<file path="src/rtl/gate_op_arbiter.sv">
// gate_op_arbiter: round-robin arbiter that shares one registered AND/OR/XOR/NAND unit among N_REQ requesters.
// Optional feature: define GATE_ARB_PERF_EN to add the perf_busy saturating busy-cycle counter port.
module gate_op_arbiter #(
  parameter int N_REQ = 4,
  parameter int WIDTH = 8
) (
  input  logic                                         clk,
  input  logic                                         rst,
  input  logic [N_REQ-1:0]                             req_valid,
  output logic [N_REQ-1:0]                             req_ready,
  input  logic [N_REQ*WIDTH-1:0]                       req_a,
  input  logic [N_REQ*WIDTH-1:0]                       req_b,
  input  logic [N_REQ*2-1:0]                           req_op,
  output logic                                         rsp_valid,
  input  logic                                         rsp_ready,
  output logic [((N_REQ > 1) ? $clog2(N_REQ) : 1)-1:0] rsp_id,
`ifdef GATE_ARB_PERF_EN
  output logic [31:0]                                  perf_busy,
`endif
  output logic [WIDTH-1:0]                             rsp_data
);

  localparam int ID_W = (N_REQ > 1) ? $clog2(N_REQ) : 1;

  localparam logic [1:0] S_IDLE = 2'd0;
  localparam logic [1:0] S_EXEC = 2'd1;
  localparam logic [1:0] S_RESP = 2'd2;

  function automatic logic [WIDTH-1:0] gate_eval(input logic [WIDTH-1:0] a,
                                                 input logic [WIDTH-1:0] b,
                                                 input logic [1:0]       op);
    case (op)
      2'b00:   gate_eval = a & b;
      2'b01:   gate_eval = a | b;
      2'b10:   gate_eval = a ^ b;
      default: gate_eval = ~(a & b);
    endcase
  endfunction

  function automatic logic [ID_W-1:0] wrap_inc(input logic [ID_W-1:0] idx);
    wrap_inc = (idx == ID_W'(N_REQ - 1)) ? '0 : idx + 1'b1;
  endfunction

`ifdef GATE_ARB_PERF_EN
  function automatic logic [31:0] sat_inc32(input logic [31:0] v);
    sat_inc32 = (v == 32'hFFFF_FFFF) ? v : v + 32'd1;
  endfunction
`endif

  logic [1:0]       state_q, state_d;
  logic [ID_W-1:0]  rr_ptr_q, rr_ptr_d;
  logic             rsp_valid_q, rsp_valid_d;
  logic [ID_W-1:0]  rsp_id_q, rsp_id_d;
  logic [WIDTH-1:0] rsp_data_q, rsp_data_d;

  logic [WIDTH-1:0] a_q, b_q;
  logic [1:0]       op_q;
  logic [ID_W-1:0]  win_q;

  logic [N_REQ-1:0] rot_valid;
  logic             win_found;
  logic [ID_W-1:0]  win_off;
  logic [ID_W:0]    win_sum;
  logic [ID_W-1:0]  win_idx;
  logic             grant_en;
  logic [WIDTH-1:0] a_sel, b_sel;
  logic [1:0]       op_sel;

  // Arbitration: rotate valids so bit 0 is rr_ptr, pick the lowest set bit, then map back.
  assign rot_valid = N_REQ'({req_valid, req_valid} >> rr_ptr_q);
  assign win_found = |rot_valid;

  always_comb begin
    win_off = '0;
    for (int k = N_REQ - 1; k >= 0; k--) begin
      if (rot_valid[k]) win_off = ID_W'(k);
    end
    win_sum = {1'b0, rr_ptr_q} + {1'b0, win_off};
    if (win_sum >= (ID_W + 1)'(N_REQ)) win_idx = ID_W'(win_sum - (ID_W + 1)'(N_REQ));
    else                               win_idx = win_sum[ID_W-1:0];
  end

  assign grant_en  = (state_q == S_IDLE) && !rst && win_found;
  assign req_ready = grant_en ? (N_REQ'(1) << win_idx) : '0;

  always_comb begin
    a_sel  = '0;
    b_sel  = '0;
    op_sel = '0;
    for (int i = 0; i < N_REQ; i++) begin
      if (win_idx == ID_W'(i)) begin
        a_sel  = req_a[i*WIDTH +: WIDTH];
        b_sel  = req_b[i*WIDTH +: WIDTH];
        op_sel = req_op[i*2 +: 2];
      end
    end
  end

  // Capture stage: operands of the granted requester, loaded only on the accept edge.
  always_ff @(posedge clk) begin
    if (grant_en) begin
      a_q   <= a_sel;
      b_q   <= b_sel;
      op_q  <= op_sel;
      win_q <= win_idx;
    end
  end

  always_comb begin
    state_d     = state_q;
    rr_ptr_d    = rr_ptr_q;
    rsp_valid_d = rsp_valid_q;
    rsp_id_d    = rsp_id_q;
    rsp_data_d  = rsp_data_q;
    case (state_q)
      S_IDLE: begin
        if (win_found) state_d = S_EXEC;
      end
      S_EXEC: begin
        rsp_data_d  = gate_eval(a_q, b_q, op_q);
        rsp_id_d    = win_q;
        rsp_valid_d = 1'b1;
        state_d     = S_RESP;
      end
      S_RESP: begin
        if (rsp_ready) begin
          rsp_valid_d = 1'b0;
          rr_ptr_d    = wrap_inc(rsp_id_q);
          state_d     = S_IDLE;
        end
      end
      default: state_d = S_IDLE;
    endcase
  end

  // Execute/response stage: result registers change only on EXEC->RESP or reset.
  always_ff @(posedge clk) begin
    if (rst) begin
      state_q     <= S_IDLE;
      rr_ptr_q    <= '0;
      rsp_valid_q <= 1'b0;
      rsp_id_q    <= '0;
      rsp_data_q  <= '0;
    end else begin
      state_q     <= state_d;
      rr_ptr_q    <= rr_ptr_d;
      rsp_valid_q <= rsp_valid_d;
      rsp_id_q    <= rsp_id_d;
      rsp_data_q  <= rsp_data_d;
    end
  end

  assign rsp_valid = rsp_valid_q;
  assign rsp_id    = rsp_id_q;
  assign rsp_data  = rsp_data_q;

`ifdef GATE_ARB_PERF_EN
  logic [31:0] perf_q;

  always_ff @(posedge clk) begin
    if (rst)                    perf_q <= '0;
    else if (state_q != S_IDLE) perf_q <= sat_inc32(perf_q);
  end

  assign perf_busy = perf_q;
`endif

endmodule

</file>
<file path="config.mk">
export PLATFORM = sky130hd
export DESIGN_NAME = gate_op_arbiter
export DESIGN_NICKNAME = d
export VERILOG_FILES = /design/src/rtl/gate_op_arbiter.sv
export SDC_FILE = /design/constraint.sdc
export NUM_CORES = 1
export LEC_CHECK = 0
export ABC_AREA = 1
export BUFFER_PORTS_ARGS = -buffer_cell sky130_fd_sc_hd__clkbuf_2
export CORE_ASPECT_RATIO = 2
export CORE_MARGIN = 2
export CORE_UTILIZATION = 45
export CTS_CLUSTER_SIZE = 14
export DETAILED_ROUTE_END_ITERATION = 10
export GPL_ROUTABILITY_DRIVEN = 0
export PLACE_DENSITY = 0.85
export SKIP_LAST_GASP = 1
export SLEW_MARGIN = 20
export SYNTH_ARGS = -nofsm -noshare
export SYNTH_HDL_FRONTEND = slang
export SYNTH_SLANG_ARGS = --single-unit
</file>
<file path="constraint.sdc">
create_clock -name clk -period 2.95 [get_ports clk]
set_clock_uncertainty 0.1 [all_clocks]
set_input_delay 0.1475 -clock clk [delete_from_list [all_inputs] [get_ports clk]]
set_output_delay 0.1475 -clock clk [all_outputs]
set_load 0.01 [all_outputs]
</file>
## Word level (Yosys, flattened, before mapping)

Cells that the tools add are included.

- Add/subtract/negate cells: 3
- Order comparisons: 1
- Eq/ne operators: 10
- Shift operators: 2
- Multiplexer cells: 25
- Bitwise gates (word level): 4
- Reduce and logical (&&, ||, !) cells: 11

Operators by type and width:

| cell | count |
|---|---|
| two-way mux 8 bit | 8 |
| two-way mux 2 bit | 12 |
| one-hot mux 8 bit (3 select lines) | 1 |
| == test 2 bit, second input constant | 5 |
| AND 8 bit | 1 |
| inverter 8 bit | 1 |
| OR 8 bit | 1 |
| right shift 8 x 2 -> 4 bit | 1 |
| bitwise XOR 8 bit | 1 |
| == test 2 x 1 -> 1 bit, second input constant | 3 |
| logical NOT 2 bit | 3 |
| one-hot mux 2 bit (3 select lines) | 1 |
| AND reduction 2 bit | 3 |
| two-way mux 4 bit | 1 |
| != test 2 bit, second input constant | 2 |
| OR reduction 4 bit | 1 |
| left shift 1 x 2 -> 4 bit, first input constant | 1 |
| adder 2 x 2 -> 3 bit | 1 |
| >= comparator 3 bit, second input constant | 1 |
| adder 2 x 1 -> 2 bit, second input constant | 1 |
| logical AND 1 bit | 2 |
| one-hot mux 1 bit (2 select lines) | 1 |
| nonzero test 2 bit | 1 |
| subtractor 2 x 1 -> 2 bit, second input constant | 1 |
| 2 further kinds | 2 |

- Register bits after elaboration: 35
- Output and inout port bits: 15
- Logic and storage cells: 65

## Longest topological paths before layout

Gate-level depths: netlist of the first run.

- Word-level depth: 13
- Depth in mapped cells: 14
- Mapped depth without buffers: 13

## Worst setup path after synthesis of the first run

Ideal clock, no wire load.

- Path type: reg2reg
- Start point: register rr_ptr_q[0]
- End point: register a_q[0], data pin
- Setup time: 138 ps
- Arrival time: 2013 ps
- Data required time: 2712 ps
- Slack: 699 ps
- Stages on the path, launching flop included: 13
- Path buffers: 2
- Path through: dfxtp_1 > inv_2 > nand2_1 > nand3_1 > nand2_1 > nand3_1 > a21boi_0 > ha_1 > inv_1 > clkbuf_1 > clkbuf_1 > nand3_1 > nand4_1

- Cells in the longest elaborated chain, start to end: 13

Ends and longest elaborated chain:

| element | line | RTL |
|---|---|---|
| from (decl) | 51 | `logic [ID_W-1:0] rr_ptr_q, rr_ptr_d;` |
| from (signal assigned) | 146 | `rr_ptr_q <= rr_ptr_d;` |
| right shift 8 x 2 -> 4 bit | 70 | `assign rot_valid = N_REQ'({req_valid, req_valid} >> rr_ptr_q);` |
| two-way mux 2 bit (4 in a row) | 76 | `if (rot_valid[k]) win_off = ID_W'(k);` |
| adder 2 x 2 -> 3 bit * | 78 | `win_sum = {1'b0, rr_ptr_q} + {1'b0, win_off};` |
| >= comparator 3 bit / subtractor 2 x 1 -> 2 bit (equally long branches) | 79 | `if (win_sum >= (ID_W + 1)'(N_REQ)) win_idx = ID_W'(win_sum - (ID_W + 1)'(N_REQ));` |
| two-way mux 2 bit * | 79 |  |
| via win_idx[0] | 64 | `logic [ID_W-1:0] win_idx;` |
| logical NOT 2 bit | 91 | `if (win_idx == ID_W'(i)) begin` |
| two-way mux 8 bit (3 in a row) | 91 |  |
| two-way mux 8 bit * | 91 |  |
| via a_sel[0] | 66 | `logic [WIDTH-1:0] a_sel, b_sel;` |
| to (signal assigned) | 102 | `a_q <= a_sel;` |
| to (decl) | 56 | `logic [WIDTH-1:0] a_q, b_q;` |

Mark *: on every way through the listed nets, which the timed path passes. The rest lies on a longest branch.
A chain may end at the register's enable or synchronous reset.

## Worst setup path after layout of the first run

- Start point: register rr_ptr_q[0]
- End point: output port req_ready[1]

- Cells in the longest elaborated chain, start to end: 10

Ends and longest elaborated chain:

| element | line | RTL |
|---|---|---|
| right shift 8 x 2 -> 4 bit | 70 |  |
| two-way mux 2 bit (4 in a row) | 76 |  |
| adder 2 x 2 -> 3 bit | 78 |  |
| >= comparator 3 bit / subtractor 2 x 1 -> 2 bit (equally long branches) | 79 |  |
| two-way mux 2 bit | 79 |  |
| left shift 1 x 2 -> 4 bit | 84 | `assign req_ready = grant_en ? (N_REQ'(1) << win_idx) : '0;` |
| two-way mux 4 bit * | 84 |  |
| to (decl) | 10 | `output logic [N_REQ-1:0] req_ready,` |

Every way passes the cells marked *; elsewhere a longest branch is shown, timed or not.

==> reports/results.ini, run 1 <==
[worst_setup_path]
r2r_cells = 13
startpoint = rr_ptr_q[0]
cpPeakStageDelay_ns = 0.42
cp.arrival_ns = 2.49
r2r_slack_ns = 0.41
crit_chain = inv_2, nand2_1, nand3_1, nand2_1, nand3_1, a21boi_0, ha_1, xnor2_1, inv_1, nand2_4, nand2_8, nor3_2, clkbuf_2
path_max_fanout = 40
crit_family = simple AND/OR/NAND/NOR gates
crit_path_end_kind = output pin
cp-start-kind = flip-flop
regToRegEndpoint = a_q[2]
critical-path-slowest-cell = dfxtp_1
worstPathRequired_ns = 2.70
critPathKind = flip-flop to output pin
critPathBufInv = 3
worst_r2r_startpoint = rr_ptr_q[0]

[final_layout]
syn_to_final_growth_pct = 23.2
nNetsFinal = 480
drive_gt1_frac = 0.307
fillerInstances = 485
fin_util = 0.576
diodes = 0

[die]
num_io_pins = 94
initial_utilization = 0.467
die_x_um = 55.9
die_h_um = 108
core-area_mm2 = 0.00518
rows = 37
dieArea_mm2 = 0.00602

[detailed_routing]
wl_um = 5840
drt-pass1-iter-count = 4
dr_total_vias = 2493
drc = 0
wl_per_cell_um = 13.2
viasPerCell = 5.64
first_iter_violations = 73
ant_nets = 0

[timing]
worstMarginPinSlew_ns = 0.620
finalCritPeriodShare = 0.929
slew_headroom = 0.585
timing.final.crit_period_ns = 2.74
maxSlewViolCount = 0
finalSetupViolCount = 0
fin_setup_tns_ns = 0
rsz0062_at_grt = false
max_freq_ghz = 0.365
hold_viol_final = 0

[logic_synthesis]
synthTopCellsByCount = nand4_1 (54), nand3_1 (46), inv_1 (27), nand2_1 (22), edfxtp_1 (20)
synthTopCellsByArea = edfxtp_1 (25%), nand4_1 (14%), dfxtp_1 (12%)
ys.flop_type = edfxtp_1
avgSynthCellArea_um2 = 8.16
synth_top_area_frac = 0.248
synthCells = 297
synth_nets = 394
syn_area_mm2 = 0.00242
synth_edf_count = 20
synth-seq-cells = 35
yosysWarningCount = 0
synthArstFlopShare = 0
yosys.area.top_type = edfxtp_1
ys_types = 29
synth_most_common_cell = nand4_1
ys_seq_area_frac = 0.372

[clock_network]
clockBufferDepth = 2
tritoncts = yes
htree_levels = 2
cts_sinks = 35
cts_hold_buf = 0
clkLatencyLatePin_ns = 0.28
clkTransAtPathRegs_ns = 0.07
cts_setup_buffers = 0
root_buffer = clkbuf_8
cts_buffers = 5

[worst_hold_path]
hp-start = rst
min_to = rsp_valid
min_path_cells = 2
min_path_type = primary input to flip-flop

[pwr]
ir_drop_mv = 0.310
p_leak_nw = 1.41
p_per_area_mw_per_mm2 = 524

[global_routing]
grt.total_usage = 0.197
grt_pass1_wl_um = 9790
gr-total-overflow = 0
antenna_found_initial = 0
grt_max_degree = 41
grt_pass1_vias = 2412

[run_status]
status = finished, final reports clean

[job]
drv_cap = 0

[placement]
io_buffers = 93
hpwlAfterDp_um = 4700

-- cell families (layout without fill, tap and decap cells) --
kind of cell	Yosys count	in the layout	synth area share
AOI/OAI and AO/OA	40	40	0.0956
xor gates and xnor gates	1	1	0.00362
adders and majority gates	18	18	0.0930
buffers and inverters	51	138	0.0935
DFF	35	35	0.372
and+or+nand+nor	152	152	0.342
-- through the flow --
step                setup WS [ns]  instance area, um2  total power [W]  hold WS, ns  instances
finish                      0.208                2990          0.00156       0.0224        442
global route               0.0293                2990          0.00168       0.0421        442
CTS                         0.155                2980          0.00157       0.0198        442
detailed placement          0.444                2900          0.00125        0.325        434
global placement            0.567                2900          0.00123        0.314        434
floorplan                   0.699                2420          0.00109        0.117        297
-- layer usage --
metal	global-route usage	part of all wire
met5	0	0
met4	0.0867	0.023
met3	0.0349	0.063
met2	0.378	0.56
met1	0.202	0.36
-- cell usage in the layout, fill, tap and decap left out, drive strengths merged, types with 6 or more instances in the layout --
master,count
nand2,27
edfxtp,20
ha,18
nand4,54
dfxtp,15
nor2,18
inv,30
clkbuf,99
nand3,47
o21ai,13
buf,6
a21oi,16
-- worst register-to-register path, stage by stage, from the launching register on --
cell	delay (ns)
dfxtp_1	0.42
inv_2	0.08
nand2_1	0.09
nand3_1	0.07
nand2_1	0.13
nand3_1	0.08
a21boi_0	0.17
ha_1	0.19
xnor2_1	0.20
inv_1	0.14
nand2_4	0.12
buf_4	0.32
nand4_1	0.15
nand4_1	0.13
-- area by class of cell --
| class | count | area (um2) | area share |
|---|---|---|---|
| repair buffers | 99 | 510 | 0.171 |
| clock buffers | 6 | 72.6 | 0.0243 |
| flip-flops and latches | 35 | 901 | 0.302 |
| multi-input cells | 211 | 1300 | 0.437 |
| inverters | 31 | 118 | 0.0394 |
| clock inverters | 2 | 7.51 | 0.00251 |
| well taps | 58 | 72.6 | 0.0243 |
-- repair_timing --
item	in CTS	in global routing
hold endpoints to repair	0	0
endpoints found under the setup margin	0	4
resized for setup	0	1
-- power breakdown --
part / leakage (nW) / switching, W / total (W) / internal [W]
combinational: 1.05 / 0.000359 / 0.000583 / 0.000224
clock: 0.0403 / 0.000162 / 0.000323 / 0.000161
sequential: 0.315 / 0.0000400 / 0.000657 / 0.000617
total: 1.41 / 0.000561 / 0.00156 / 0.00100
-- how the worst max path moves through the flow --
stage,slack [ns],cells past startpoint,to
CTS,0.16,13,req_ready[1]
floorplan,0.70,12,a_q[0]
finish,0.21,13,req_ready[1]
global route,0.03,13,req_ready[0]
detailed placement,0.44,13,b_q[7]
global placement,0.57,13,a_q[1]
-- sequential cells by signal, indices dropped and copies added, names as in the netlist --
name / cells
rr_ptr_q: 2
state_q: 2
rsp_id: 2
win_q: 2
a_q: 8
rsp_data: 8
op_q: 2
rsp_valid: 1
b_q: 8
No activity file was read; power rests on OpenSTA's default activity.
==> run 2: changes to the inputs <==
--- a/config.mk
+++ b/config.mk
@@ -9,11 +9,11 @@
 export BUFFER_PORTS_ARGS = -buffer_cell sky130_fd_sc_hd__clkbuf_2
 export CORE_ASPECT_RATIO = 2
 export CORE_MARGIN = 2
-export CORE_UTILIZATION = 45
+export CORE_UTILIZATION = 44
 export CTS_CLUSTER_SIZE = 14
 export DETAILED_ROUTE_END_ITERATION = 10
 export GPL_ROUTABILITY_DRIVEN = 0
-export PLACE_DENSITY = 0.85
+export PLACE_DENSITY = 0.86
 export SKIP_LAST_GASP = 1
 export SLEW_MARGIN = 20
 export SYNTH_ARGS = -nofsm -noshare
==> constraint.sdc (replaced) <==
create_clock -name clk -period 2.3 [get_ports clk]
set_clock_uncertainty 0.1 [all_clocks]
set_input_delay 0.115 -clock clk [delete_from_list [all_inputs] [get_ports clk]]
set_output_delay 0.115 -clock clk [all_outputs]
set_load 0.01 [all_outputs]
==> run 2 against run 1 <==
The flow now finishes with violations (setup timing); cell count grew 4.1%; core utilization grew 5.4 points; total power grew 44%; hold slack lost 0.0018 ns; final area grew 13%; register-to-register slack lost 0.43 ns; routed wire length grew 26%; die area grew 2.1%; critical path depth is the same; via count grew 8.7%; first-iteration DRC count grew 9.6%; largest cell class unchanged.
==> reports/results.ini, run 2 (synthesis results as in run 1) <==
[final_layout]
final_common_cell = clkbuf_2
diodes = 0  ; unchanged
seqCellArea_um2 = 908  ; +0.83%
stdcell_area_mm2 = 0.00339  ; +13%
syn_to_final_growth_pct = 39.8
fillerInstances = 440  ; -9.3%
drive_gt1_frac = 0.408  ; +0.100
multi_input_area_mm2 = 0.00146  ; +12%
final_cell_mix = clkbuf_2 (89), nand4_1 (54), nand3_1 (32), inv_1 (26), edfxtp_1 (20)
fin_util = 0.630  ; +0.0544
nNetsFinal = 496  ; +3.3%

[worst_setup_path]
crit_path_end_kind = output pin
path_max_fanout = 6  ; -85%
r2r_slack_ns = -0.02  ; -0.43 ns
worst_r2r_startpoint = rr_ptr_q[0]
r2r_cells = 13  ; unchanged
cp.arrival_ns = 2.17  ; -0.32 ns
cp-start-kind = flip-flop
worstPathRequired_ns = 2.09  ; -0.61 ns
critPathKind = flip-flop to output pin
regToRegEndpoint = a_q[5]

[die]
die_h_um = 109  ; +1.1%
core-area_mm2 = 0.00537  ; +3.6%
die_x_um = 56.5  ; +1.0%
num_io_pins = 94  ; unchanged
rows = 38  ; +2.7%
dieArea_mm2 = 0.00615  ; +2.1%
initial_utilization = 0.451  ; -0.0163

[job]
drv_cap = 0  ; unchanged

[global_routing]
gr-total-overflow = 0  ; unchanged
grt_max_degree = 39  ; -4.9%
antenna_found_initial = 0  ; unchanged
grt_pass1_vias = 2567  ; +6.4%
grt_pass1_wl_um = 11400  ; +16%
grt.total_usage = 0.233  ; +0.0366

[timing]
worstMarginPinSlew_ns = 0.523  ; -0.0977 ns
finalSetupViolCount = 7  ; +7
maxSlewViolCount = 0  ; unchanged
hold_viol_final = 0  ; unchanged
slew_headroom = 0.650  ; +0.0654
timing.final.crit_period_ns = 2.39
rsz0062_at_grt = true
max_freq_ghz = 0.419
fin_ws_ns = -0.0865  ; -0.295 ns
finalCritPeriodShare = 1.04
worst_hold_slack_ns = 0.0206  ; -0.00182 ns

[pwr]
swShare = 0.371  ; +0.0120
p_switching_w = 0.000837  ; +49%
p_leak_nw = 1.55  ; +10%
p_int_w = 0.00142  ; +42%
comb_power_share = 0.427  ; +0.054
ir_drop_mv = 0.560  ; +81%
p_seq_frac = 0.377  ; -0.043
p_per_area_mw_per_mm2 = 667  ; +27%
clockPowerShare = 0.196  ; -0.011

[placement]
postPlaceCellArea_mm2 = 0.00301  ; +3.8%
hpwlAfterDp_um = 5080  ; +8.2%
io_buffers = 93  ; unchanged
dp_slack_ns = -0.112  ; -0.556 ns

[worst_hold_path]
min_path_cells = 3  ; +1
hp-start = rsp_ready
min_to = state_q[1]
min_path_type = primary input to flip-flop

[clock_network]
htree_levels = 2  ; unchanged
clockBufferDepth = 2  ; unchanged
cts_buffers = 5  ; unchanged
clkLatencyLatePin_ns = 0.29  ; about the same
root_buffer = clkbuf_8
clkTransAtPathRegs_ns = 0.07  ; about the same
cts_sinks = 35  ; unchanged
tritoncts = yes

[detailed_routing]
viasPerCell = 5.89  ; +4.5%
dr_total_vias = 2710  ; +8.7%
drt-pass1-iter-count = 4  ; unchanged
first_iter_violations = 80  ; +9.6%
ant_nets = 0  ; unchanged
drc = 0  ; unchanged
wl_um = 7370  ; +26%
wl_per_cell_um = 16.0  ; +21%

[run_status]
violations = setup timing
status = complete, but fails checks

-- run 2: changes by cell type in the layout (fill, tap and decap cells not counted), moves of 3 or more --
cell / before / now
clkbuf_2: 93 / 89
nand3_2: 0 / 12
nand3_1: 46 / 32
nand2_4: 1 / 4
nand2_2: 3 / 9
buf_2: 0 / 4
buf_4: 6 / 13
nand2_1: 22 / 14
buf_12: 0 / 4
-- run 2: worst max-delay path: stages (launching register included) --
cell	delay, ns
dfxtp_4	0.38
inv_6	0.08
nand2_2	0.07
nand3_1	0.11
nand2_2	0.10
a21boi_4	0.18
ha_4	0.17
xnor2_4	0.13
inv_2	0.08
nand2_4	0.09
nand2_4	0.07
buf_12	0.14
nor3_4	0.10
buf_2	0.15
-- run 2: power by group through the flow --
| stage | sequential (W) | combinational, W | clock [W] |
|---|---|---|---|
| after floorplan | 0.000860 | 0.000537 | 0 |
| after global placement | 0.000855 | 0.000790 | 0 |
| after detailed placement | 0.000862 | 0.000818 | 0 |
| after CTS | 0.000848 | 0.000915 | 0.000443 |
| after global routing | 0.000862 | 0.00106 | 0.000474 |
| final | 0.000852 | 0.000964 | 0.000443 |
-- run 2: cell type report --
type                    count  area share
clock buffers               6      0.0214
flip-flops and latches     35       0.268
clock inverters             2     0.00370
multi-input cells         211       0.431
well taps                  60      0.0222
inverters                  31      0.0377
repair buffers            115       0.216
-- run 2: stage by stage --
stage | cells | TNS [ns] | total power, W
2_1_floorplan | 297 | 0 | 0.00140
3_3_place_gp | 442 | 0 | 0.00164
3_5_place_dp | 442 | -1.88 | 0.00168
4_1_cts | 457 | -1.09 | 0.00221
5_1_grt | 460 | -1.77 | 0.00240
6_report | 460 | -0.278 | 0.00226
-- run 2: worst max path at each step --
stage | startpoint | slack [ns] | depth (start not counted) | endpoint
6_report | rr_ptr_q[0] | -0.09 | 13 | req_ready[1]
4_1_cts | rr_ptr_q[0] | -0.08 | 15 | a_q[5]
3_3_place_gp | rr_ptr_q[0] | 0.01 | 14 | b_q[7]
5_1_grt | rr_ptr_q[0] | -0.16 | 13 | req_ready[1]
3_5_place_dp | rr_ptr_q[0] | -0.11 | 14 | b_q[7]
2_1_floorplan | rr_ptr_q[0] | 0.05 | 12 | a_q[0]
-- run 2: what timing repair did --
item,CTS,global route
endpoints found under the setup margin,22,22
hold buffers,1,0
resized for setup,22,29
setup buffers,4,5
hold endpoints to repair,4,0
pin swaps,9,12
gates cloned,2,0
-- run 2: per-layer routing --
metal | global-route usage | wire length, um
met5 | 0 | 0
met4 | 0.0918 | 184
met3 | 0.0297 | 433
met2 | 0.472 | 4280
met1 | 0.229 | 2470
